**config.mk**
```make
export PLATFORM = sky130hd
export DESIGN_NAME = pwm_ramp_scheduler
export DESIGN_NICKNAME = d
export VERILOG_FILES = /design/src/rtl/pwm_ramp_scheduler.sv
export SDC_FILE = /design/constraint.sdc
export NUM_CORES = 1
export LEC_CHECK = 0
export CORE_MARGIN = 2
export CORE_UTILIZATION = 45
export CTS_BUF_LIST = sky130_fd_sc_hd__clkbuf_4
export CTS_CLUSTER_SIZE = 8
export DETAILED_ROUTE_END_ITERATION = 6
export HOLD_SLACK_MARGIN = 0.1
export PLACE_DENSITY = 0.65
export SKIP_LAST_GASP = 1
export SLEW_MARGIN = 20
export SYNTH_ARGS = -nofsm -noshare
export SYNTH_HDL_FRONTEND = slang
export SYNTH_SLANG_ARGS = --single-unit
```
**constraint.sdc**
```tcl
create_clock -name clk -period 14.4 [get_ports clk]
set_input_delay 2.16 -clock clk [delete_from_list [all_inputs] [get_ports clk]]
set_output_delay 2.16 -clock clk [all_outputs]
set_load 0.01 [all_outputs]
```
**src/rtl/pwm_ramp_scheduler.sv**
```systemverilog
// pwm_ramp_scheduler
// Holds a target duty per PWM channel and ramps each channel's live compare
// value toward it in fixed steps. Channels share one compare/write bus through
// a round-robin sweep that is started by a programmable tick.
module pwm_ramp_scheduler #(
    parameter int                CH       = 8,
    parameter int                DATA_W   = 8,
    parameter logic [DATA_W-1:0] STEP_RST = DATA_W'(1),
    parameter logic [15:0]       TICK_RST = 16'd999
) (
    input  logic              clk,
    input  logic              rst,
    input  logic              cmd_valid,
    input  logic [3:0]        cmd_addr,
    input  logic [DATA_W-1:0] cmd_data,
    output logic [CH-1:0]     pwm_wr,
    output logic [DATA_W-1:0] pwm_compare,
    output logic              busy,
    output logic [CH-1:0]     at_target
);

    localparam int               IDX_W    = (CH > 1) ? $clog2(CH) : 1;
    localparam logic [IDX_W-1:0] LAST_IDX = IDX_W'(CH - 1);
    localparam logic [3:0]       ADDR_STEP   = 4'hC;
    localparam logic [3:0]       ADDR_PER_LO = 4'hD;
    localparam logic [3:0]       ADDR_PER_HI = 4'hE;

    typedef enum logic {IDLE, SCAN} state_t;

    state_t            state_q, state_d;
    logic [IDX_W-1:0]  idx_q, idx_d;
    logic              pending_q, pending_d;
    logic [15:0]       tick_cnt_q, tick_cnt_d;
    logic [15:0]       period_q, period_d;
    logic [DATA_W-1:0] step_q, step_d;
    logic [DATA_W-1:0] target_q  [CH];
    logic [DATA_W-1:0] target_d  [CH];
    logic [DATA_W-1:0] current_q [CH];
    logic [DATA_W-1:0] current_d [CH];
    logic [CH-1:0]     pwm_wr_q, pwm_wr_d;
    logic [DATA_W-1:0] pwm_compare_q, pwm_compare_d;

    logic              period_wr;
    logic              tick;
    logic [DATA_W-1:0] cur;
    logic [DATA_W-1:0] tgt;
    logic [DATA_W-1:0] nxt;

    // Command decode: channel targets, step and the two period bytes.
    always_comb begin
        // NOTE: every combinational output gets a default before any branch, so no path leaves it unassigned and no latch is inferred.
        step_d    = step_q;
        period_d  = period_q;
        target_d  = target_q;
        period_wr = 1'b0;
        if (cmd_valid) begin
            if (int'(cmd_addr) < CH) begin
                target_d[cmd_addr[IDX_W-1:0]] = cmd_data;
            end else begin
                case (cmd_addr)
                    ADDR_STEP: step_d = cmd_data;
                    ADDR_PER_LO: begin
                        period_d[7:0] = cmd_data[7:0];
                        period_wr     = 1'b1;
                    end
                    ADDR_PER_HI: begin
                        period_d[15:8] = cmd_data[7:0];
                        period_wr      = 1'b1;
                    end
                    default: ;
                endcase
            end
        end
    end

    // Tick generator: counts 0..period, ticks on the wrap; a period write restarts it.
    always_comb begin
        tick       = (tick_cnt_q == period_q);
        tick_cnt_d = (tick || period_wr) ? 16'd0 : tick_cnt_q + 16'd1;
    end

    // Next compare value for the channel in the current sweep slot.
    // Differences are only taken in the direction of travel, so nothing wraps.
    always_comb begin
        cur = current_q[idx_q];
        tgt = target_q[idx_q];
        nxt = tgt;
        if (step_q != '0) begin
            if (tgt > cur) begin
                nxt = (tgt - cur <= step_q) ? tgt : cur + step_q;
            end else begin
                nxt = (cur - tgt <= step_q) ? tgt : cur - step_q;
            end
        end
    end

    // Sweep FSM: starts on tick or a pending tick, visits one channel per cycle.
    always_comb begin
        state_d       = state_q;
        idx_d         = idx_q;
        pending_d     = pending_q;
        current_d     = current_q;
        pwm_wr_d      = '0;
        pwm_compare_d = pwm_compare_q;
        case (state_q)
            IDLE: begin
                if (tick || pending_q) begin
                    state_d   = SCAN;
                    idx_d     = '0;
                    pending_d = 1'b0;
                end
            end
            SCAN: begin
                // Ticks seen mid-sweep collapse into one follow-up sweep.
                if (tick) begin
                    pending_d = 1'b1;
                end
                if (idx_q == LAST_IDX) begin
                    state_d = IDLE;
                end else begin
                    idx_d = idx_q + IDX_W'(1);
                end
                if (cur != tgt) begin
                    current_d[idx_q] = nxt;
                    pwm_wr_d         = CH'(1) << idx_q;
                    pwm_compare_d    = nxt;
                end
            end
            default: state_d = IDLE;
        endcase
    end

    // State register with synchronous reset.
    always_ff @(posedge clk) begin
        if (rst) begin
            state_q       <= IDLE;
            idx_q         <= '0;
            pending_q     <= 1'b0;
            tick_cnt_q    <= 16'd0;
            period_q      <= TICK_RST;
            step_q        <= STEP_RST;
            pwm_wr_q      <= '0;
            pwm_compare_q <= '0;
            // NOTE: the per-channel arrays are reset on purpose: at_target must read all ones and no stale value may be ramped after reset.
            for (int i = 0; i < CH; i++) begin
                target_q[i]  <= '0;
                current_q[i] <= '0;
            end
        end else begin
            state_q       <= state_d;
            idx_q         <= idx_d;
            pending_q     <= pending_d;
            tick_cnt_q    <= tick_cnt_d;
            period_q      <= period_d;
            step_q        <= step_d;
            pwm_wr_q      <= pwm_wr_d;
            pwm_compare_q <= pwm_compare_d;
            target_q      <= target_d;
            current_q     <= current_d;
        end
    end

    // Per-channel "settled" flags straight from the registers.
    always_comb begin
        for (int i = 0; i < CH; i++) begin
            at_target[i] = (current_q[i] == target_q[i]);
        end
    end

    assign pwm_wr      = pwm_wr_q;
    assign pwm_compare = pwm_compare_q;
    assign busy        = (state_q == SCAN);

endmodule
```
==> results of run 1 <==
## worst max-delay path by stage
stage               startpoint             to  slack (ps)  depth (start not counted)
floorplan             idx_q[0]  current_q[39]        9360                         23
global placement      idx_q[0]  current_q[39]        8080                         20
detailed placement    idx_q[0]  current_q[46]        8350                         20
CTS                   idx_q[0]  current_q[62]        8330                         20
global route          idx_q[0]  current_q[46]        7840                         20
finish                idx_q[0]  current_q[62]        8170                         20
## worst max-delay path, cell delays in order (launching register included)
cell                        delay, ps
sky130_fd_sc_hd__dfxtp_2          340
sky130_fd_sc_hd__buf_4            430
sky130_fd_sc_hd__inv_1            450
sky130_fd_sc_hd__nor2_1           460
sky130_fd_sc_hd__a22oi_1          150
sky130_fd_sc_hd__o22ai_1          550
sky130_fd_sc_hd__inv_1            180
sky130_fd_sc_hd__fa_1             460
sky130_fd_sc_hd__a21o_1           170
sky130_fd_sc_hd__a21oi_1          250
sky130_fd_sc_hd__o21bai_1          90
sky130_fd_sc_hd__a21oi_1          180
sky130_fd_sc_hd__xnor2_1          150
sky130_fd_sc_hd__ha_1             260
sky130_fd_sc_hd__o21ai_0          150
sky130_fd_sc_hd__nor2_1            80
sky130_fd_sc_hd__nand4bb_1        290
sky130_fd_sc_hd__and2_1           210
sky130_fd_sc_hd__a31o_2           190
sky130_fd_sc_hd__o2111ai_1        790
sky130_fd_sc_hd__o21ai_0          220
## report_power, final
group	switching (W)	total [W]	internal, W
clock network	0.000211	0.000295	0.0000839
logic	0.0000761	0.000118	0.0000415
registers	0.00000510	0.000532	0.000527
## metal layers
layer / vias up / part of all wire (%)
li1: 4129 / -
met4: 0 / 2.0
met5: - / 0
met1: 4146 / 48
met3: 41 / 7.5
met2: 365 / 43
## cells in the final DEF (no fill, tap or decap), types with 9 or more instances in the layout
cell type                         synthesis  layout
sky130_fd_sc_hd__dfxtp_1                189     187
sky130_fd_sc_hd__nor2_1                 174     174
sky130_fd_sc_hd__mux2i_1                102     102
sky130_fd_sc_hd__xnor2_1                 97      97
sky130_fd_sc_hd__o21ai_0                 56      56
sky130_fd_sc_hd__a21oi_1                 53      53
sky130_fd_sc_hd__nand2_1                 51      51
sky130_fd_sc_hd__ha_1                    51      51
sky130_fd_sc_hd__inv_1                   42      41
sky130_fd_sc_hd__clkdlybuf4s50_1          0      38
sky130_fd_sc_hd__nand3_1                 36      36
sky130_fd_sc_hd__a211oi_1                29      29
sky130_fd_sc_hd__nand4_1                 27      27
sky130_fd_sc_hd__and2_1                  18      18
sky130_fd_sc_hd__clkbuf_4                 0      18
sky130_fd_sc_hd__a22oi_1                 14      14
sky130_fd_sc_hd__xor2_1                  13      13
sky130_fd_sc_hd__nor2b_1                 12      12
sky130_fd_sc_hd__mux4_2                  10      10
sky130_fd_sc_hd__o31ai_1                 10      10
sky130_fd_sc_hd__nor3_1                  11       9
sky130_fd_sc_hd__buf_4                    4       9
## sequential cells by signal, indices dropped and copies added (netlist names)
register     cells
step_q           8
pwm_compare      8
idx_q            3
current_q       64
pwm_wr           8
target_q        64
period_q        16
tick_cnt_q      16
busy             1
pending_q        1
## cells by family (layout without fill, tap and decap cells)
| family | count (synthesis) | count (layout) | synth area share, % |
|---|---|---|---|
| compound gates | 227 | 227 | 14.7 |
| xor+xnor | 110 | 110 | 9.17 |
| fa+ha+maj | 55 | 55 | 6.84 |
| buf+inv | 111 | 124 | 4.47 |
| flops | 189 | 189 | 36.0 |
| mux | 121 | 121 | 12.9 |
| other cells | 0 | 2 | 0 |
| simple gates | 362 | 362 | 15.9 |
## through the flow
step	utilization (%)	hold slack, ps
after floorplan	-	452
after global placement	48.5	460
after detailed placement	48.5	467
after CTS	49.9	490
after global routing	49.9	516
final	49.9	486
## final cells by class
cell class / count / area, µm² / area share [%]
well taps: 313 / 392 / 3.44
diodes: 2 / 5.00 / 0.0440
clock inverters: 14 / 178 / 1.56
clock buffers: 18 / 135 / 1.19
repair buffers: 49 / 458 / 4.03
inverters: 43 / 161 / 1.42
flip-flops and latches: 189 / 3790 / 33.3
multi-input cells: 875 / 6260 / 55.0
==> impl_summary.log, run 1 <==
[metrics] outcome: completed
[metrics] input/output buffers: 39
[metrics] Sum Neg Setup Slack: 0 ps
[metrics] Vias/cell: 5.78
[metrics] Setup Viol. Count Final: 0
[metrics] Most Used Layer, Global Route: met2
[metrics] flip-flop and latch count after synthesis: between 150 and 200
[metrics] max frequency: 0.161 GHz
[metrics] total power density per cell area: 83.1 nW/µm²
[metrics] data arrival time of the worst path: 6680 ps
[metrics] final worst path period share: 43.3%
[metrics] grt met2 use: a little under two fifths
[metrics] number of instances in the synthesized netlist: 1175
[metrics] Overflow after GRT: 0
[metrics] Avg Cell Area, Syn: 8.94 µm²
[metrics] yosys synthesis warning count: 0
[metrics] Die Height: 157 µm
[metrics] Die W: 157 µm
[metrics] nature of the critical path startpoint: flip-flop
[metrics] ys async rst share: 0%
[metrics] unrepaired setup endpoints after global routing: false
[metrics] first-pass GRT wire length: between 40000 and 50000 µm
[metrics] cell type contributing the most total cell area after synthesis: sky130_fd_sc_hd__dfxtp_1
[metrics] final instance count without filler cells: approximately 1500
[metrics] setup slack after placement: 8350 ps
[metrics] post-layout min period: 6230 ps
[metrics] total iterations of the first detailed-routing run: 5
[metrics] vias after detailed routing: 8681
[metrics] count of maximum capacitance violations: 0
[metrics] RePlAce Congestion: around 1
[metrics] Peak VDD IR: 0.0000553 V
[metrics] path depth of the worst reg2reg path: 20
[metrics] final net count: 1245
[metrics] part of the Yosys area used for sequential elements: 36.0%
[metrics] synthesis-to-layout area growth: 8.30%
[metrics] Max Root-Sink Buffers: 2
[metrics] largest net degree at the start of global routing: 79
[metrics] number of CTS-inserted buffers: 17
[metrics] number of nets with antenna violations after detailed routing: 0
[metrics] final count of hold timing violations: 0
[metrics] leakage dissipation: approximately 4.2 nW
[metrics] number of global-route vias before repair: 7919
[metrics] total routing usage reported by global routing: 25.1%
[metrics] DR iter-0 viols: 945
[metrics] sum of net half-perimeters after detailed placement: about 23000 µm
[metrics] master cell of the clock root buffer: sky130_fd_sc_hd__clkbuf_4
[metrics] total of hold buffers inserted after clock tree synthesis: 0
[metrics] initial antenna violation count: 1
[metrics] depth of the worst hold-timing path: 2
[metrics] Post CTS Setup Buffer Count: 0
[metrics] post-detailed-route wirelength per cell: 20.3 µm
[metrics] worst clock skew on the final layout: 32.1 ps
[metrics] slack of the worst reg-to-reg path: a little over 8000 ps
[metrics] # fillers: 2186
[metrics] Worst-path clk slew: between 150 and 200 ps
[metrics] cell types with the largest area share after synthesis: sky130_fd_sc_hd__dfxtp_1, sky130_fd_sc_hd__mux2i_1, sky130_fd_sc_hd__xnor2_1, sky130_fd_sc_hd__nor2_1, sky130_fd_sc_hd__ha_1
[metrics] terminating pin of the worst hold path: pwm_compare[6]
[metrics] most frequently used cell type in the post-synthesis netlist: sky130_fd_sc_hd__dfxtp_1
[metrics] worst-case setup margin in the final layout: 8170 ps
[metrics] placed cells: 1469
[metrics] Max Transition Viols Final: 0
[metrics] core area: 22800 µm²
[metrics] share of cells above drive strength 1: 7.15%
[metrics] transition at the pin with the smallest max-transition slack: between 900 and 1000 ps
[metrics] H-tree depth reported by CTS: 4
[metrics] end of the worst register-to-register path: current_q[62]
[metrics] Worst Path Required: 14850 ps
[metrics] final design instance area without fill: 11400 µm²
[metrics] clock latency on the worst-skew pair: ~600 ps
[metrics] CTS tree: done
[metrics] number of top-level pins: 40
[metrics] CP Max Fanout: 38
[metrics] EDFF count, synth: 0
[metrics] Rows: 55
[metrics] post-place instance area: approximately 11000 µm²
[metrics] type of the most critical hold path: flip-flop to flip-flop
[metrics] Initial Utilization: 46.1%
[metrics] met3 routing resource usage after global routing: around 4.1%
[metrics] Crit Path Category: flip-flop to flip-flop
[metrics] Clock Sinks: 189
[metrics] post-route DRC violation count: 0
[metrics] number of resized instances in the post-cts repair step: 0
[metrics] most used flip-flop cell after synthesis: sky130_fd_sc_hd__dfxtp_1
[metrics] power after layout: around 0.00095 W
[metrics] syn nets: 1245
[metrics] GRT met1 Usage: 37.2%
[metrics] leading post-synthesis cells by instance count: sky130_fd_sc_hd__dfxtp_1, sky130_fd_sc_hd__nor2_1, sky130_fd_sc_hd__mux2i_1
[metrics] total die area: 24600 µm²
[metrics] max-slew headroom at the worst pin: between 30% and 40%
[metrics] kind of end point of the critical path: flip-flop
[metrics] wirelength, routed: 30500 µm
[metrics] Syn Std Cell Area: around 11000 µm²
[metrics] worst min-delay path startpoint: pwm_compare[6]
[metrics] area share of the largest cell type after synthesis: a little over a third
[metrics] reg-to-reg critical path startpoint: idx_q[0]
[metrics] count of distinct cell types in the synthesized netlist: 67
Power figures use the tool's default switching activity.
==> run 2: changes to the inputs <==
Clock period 14.4 ns to 6.05 ns, I/O delays scaled along.
==> run 2 against run 1 <==
Sequential share of layout area decreased by 0.15 points. Power increased by 130%. Critical path type unchanged. Design area increased by 0.45%. Non-clock buffer count increased by 13. Largest cell class unchanged. Clock-buffer cell count decreased by 1. Worst setup slack got worse by 7600 ps. Sequential power increased by 140%. Combinational power increased by 140%. Clock power increased by 130%. Register-to-register slack got worse by 7600 ps. Final cell count increased by 0.73%.
==> impl_summary.log, run 2 (synthesis results as in run 1) <==
[metrics] CTS tree: done (unchanged)
[metrics] number of CTS-inserted buffers: 17 (unchanged)
[metrics] total power density per cell area: 194 nW/µm² (was 83.1 nW/µm²)
[metrics] max frequency: 0.184 GHz (was 0.161 GHz)
[metrics] clock latency on the worst-skew pair: 600 ps (was 610 ps)
[metrics] number of resized instances in the post-cts repair step: 0 (unchanged)
[metrics] Setup Viol. Count Final: 0 (unchanged)
[metrics] post-detailed-route wirelength per cell: 20.3 µm (about the same)
[metrics] DR iter-0 viols: 838 (was 945)
[metrics] worst clock skew on the final layout: 42.5 ps (was 32.1 ps)
[metrics] final net count: 1258 (was 1245)
[metrics] Rows: 55 (unchanged)
[metrics] leading cell types in the layout, fill and taps excluded: sky130_fd_sc_hd__dfxtp_1, sky130_fd_sc_hd__nor2_1, sky130_fd_sc_hd__mux2i_1, sky130_fd_sc_hd__xnor2_1, sky130_fd_sc_hd__o21ai_0 (unchanged)
[metrics] kind of end point of the critical path: flip-flop (unchanged)
[metrics] data arrival time of the worst path: 5910 ps (was 6680 ps)
[metrics] share of cells above drive strength 1: 7.92% (was 7.15%)
[metrics] max-slew headroom at the worst pin: 28.0% (was 33.2%)
[metrics] worst min-delay path startpoint: pwm_compare[0] (was pwm_compare[6])
[metrics] unrepaired setup endpoints after global routing: false (unchanged)
[metrics] CP Max Fanout: 26 (was 38)
[metrics] Worst Path Required: 6530 ps (was 14850 ps)
[metrics] setup slack after placement: 713 ps (was 8350 ps)
[metrics] wirelength, routed: 30800 µm (was 30500 µm)
[metrics] sum of net half-perimeters after detailed placement: 23600 µm (was 23100 µm)
[metrics] final worst path period share: 89.8% (was 43.3%)
[metrics] Sum Neg Setup Slack: 0 ps (unchanged)
[metrics] Worst-path clk slew: 150 ps (was 160 ps)
[metrics] Peak VDD IR: 0.000125 V (was 0.0000553 V)
[metrics] first element of the critical path: idx_q[1] (was idx_q[0])
[metrics] initial antenna violation count: 1 (unchanged)
[metrics] total iterations of the first detailed-routing run: 5 (unchanged)
[metrics] post-layout min period: 5430 ps (was 6230 ps)
[metrics] Clock Sinks: 189 (unchanged)
[metrics] reg-to-reg critical path startpoint: idx_q[1] (was idx_q[0])
[metrics] largest registers: current_q: 64 flops, target_q: 64 flops (unchanged)
[metrics] Overflow after GRT: 0 (unchanged)
[metrics] Max Root-Sink Buffers: 2 (unchanged)
[metrics] final hold slack: 482 ps (was 486 ps)
[metrics] Max Transition Viols Final: 0 (unchanged)
[metrics] master cell of the clock root buffer: sky130_fd_sc_hd__clkbuf_4 (unchanged)
[metrics] leakage dissipation: 4.25 nW (was 4.19 nW)
[metrics] number of global-route vias before repair: 8001 (was 7919)
[metrics] input/output buffers: 39 (unchanged)
[metrics] largest net degree at the start of global routing: 80 (was 79)
[metrics] Die W: 157 µm (unchanged)
[metrics] number of nets with antenna violations after detailed routing: 0 (unchanged)
[metrics] core area: 22800 µm² (unchanged)
[metrics] H-tree depth reported by CTS: 4 (unchanged)
[metrics] total routing usage reported by global routing: 25.6% (was 25.1%)
[metrics] Crit Path Category: flip-flop to flip-flop (unchanged)
[metrics] most common library cell in the layout ignoring fill and taps: sky130_fd_sc_hd__dfxtp_1 (unchanged)
[metrics] type of the most critical hold path: flip-flop to flip-flop (unchanged)
[metrics] count of maximum capacitance violations: 0 (unchanged)
[metrics] transition at the pin with the smallest max-transition slack: 1080 ps (was 999 ps)
[metrics] nature of the critical path startpoint: flip-flop (unchanged)
[metrics] number of top-level pins: 40 (unchanged)
[metrics] worst-case setup margin in the final layout: 619 ps (was 8170 ps)
[metrics] RePlAce Congestion: 0.966 (was 1.01)
[metrics] power after layout: 0.00222 W (was 0.000945 W)
[metrics] Post CTS Setup Buffer Count: 0 (unchanged)
[metrics] final count of hold timing violations: 0 (unchanged)
[metrics] Die Height: 157 µm (unchanged)
[metrics] post-route DRC violation count: 0 (unchanged)
[metrics] outcome: completed (unchanged)
[metrics] first-pass GRT wire length: 47500 µm (was 46700 µm)
[metrics] synthesis-to-layout area growth: 8.79% (was 8.30%)
[metrics] Vias/cell: 5.76 (was 5.78)
[metrics] total of hold buffers inserted after clock tree synthesis: 0 (unchanged)
[metrics] Initial Utilization: 46.1% (unchanged)
[metrics] total die area: 24600 µm² (unchanged)
[metrics] vias after detailed routing: 8717 (was 8681)
[run 2: cell types whose count changed in the layout (fill, tap and decap cells not counted)]
cell,change
sky130_fd_sc_hd__inv_6,-2
sky130_fd_sc_hd__clkinv_4,+2
sky130_fd_sc_hd__buf_4,+15
sky130_fd_sc_hd__nor3_2,-2
sky130_fd_sc_hd__buf_2,-2
sky130_fd_sc_hd__nor3_1,+2
sky130_fd_sc_hd__diode_2,-1
sky130_fd_sc_hd__inv_8,+4
sky130_fd_sc_hd__clkinv_2,+1
sky130_fd_sc_hd__clkinv_8,-5
sky130_fd_sc_hd__clkbuf_4,-1
[run 2: stage by stage]
step,instance area [µm²],instances,utilization [%]
finish,11400,1514,50.2
global route,11400,1514,50.2
CTS,11400,1513,50.2
detailed placement,11100,1482,48.9
global placement,11100,1482,48.9
floorplan,10500,1175,-
[run 2: power by group]
part           switching [W]  total, W  internal, W
logic               0.000178  0.000278     0.000101
clock network       0.000486  0.000672     0.000185
registers          0.0000119   0.00127      0.00126
total               0.000676   0.00222      0.00154
[run 2: final timing paths]
kind | endpoint | slack (ps) | cells past startpoint
worst max register to register | current_q[8] | 620 | 20
worst min register to register | pwm_compare[0] | 480 | 2
worst min-delay path | pwm_compare[0] | 480 | 2
worst max-delay path | current_q[8] | 620 | 20
[run 2: final cells by class]
class | instances | area, µm²
fill | 2190 | 11400
clock buffer | 17 | 128
multi-input combinational | 875 | 6250
sequential | 189 | 3790
tap | 313 | 392
inverter | 43 | 161
timing repair buffer | 62 | 561
clock inverter | 14 | 146
antenna | 1 | 2.50
[run 2: layer usage]
metal / vias up / track usage, % / share of wire (%) / wire (µm)
li1: 4159 / - / - / -
met1: 4154 / 38.0 / 47 / 14500
met2: 372 / 38.1 / 43 / 13200
met3: 32 / 4.46 / 8.5 / 2610
met4: 0 / 6.68 / 1.4 / 427
met5: - / 0 / 0 / 0
[run 2: critical path, stage by stage, from the launching register on]
cell	delay, ps
sky130_fd_sc_hd__dfxtp_2	730
sky130_fd_sc_hd__buf_4	310
sky130_fd_sc_hd__mux2_2	360
sky130_fd_sc_hd__a221oi_1	290
sky130_fd_sc_hd__o22ai_1	170
sky130_fd_sc_hd__buf_4	190
sky130_fd_sc_hd__ha_1	320
sky130_fd_sc_hd__a21oi_1	80
sky130_fd_sc_hd__o21bai_1	290
sky130_fd_sc_hd__inv_1	70
sky130_fd_sc_hd__o21ai_0	170
sky130_fd_sc_hd__nor2_1	70
sky130_fd_sc_hd__xnor2_1	130
sky130_fd_sc_hd__ha_1	320
sky130_fd_sc_hd__nand4_1	100
sky130_fd_sc_hd__nor2_1	150
sky130_fd_sc_hd__a21oi_1	80
sky130_fd_sc_hd__o21bai_2	360
sky130_fd_sc_hd__a21o_1	440
sky130_fd_sc_hd__mux2_4	420
sky130_fd_sc_hd__o31ai_1	240
==> run 3: changes to the inputs <==
==> constraint.sdc (replaced) <==
create_clock -name clk -period 6.05 [get_ports clk]
set_input_delay 0.9075 -clock clk [delete_from_list [all_inputs] [get_ports clk]]
set_output_delay 0.9075 -clock clk [all_outputs]
set_load 0.005 [all_outputs]
==> results of run 3 <==
The final DEF is identical to that of run 2. Status: completed.
Among the figures that moved: total power 0.00222 W -> 0.00221 W
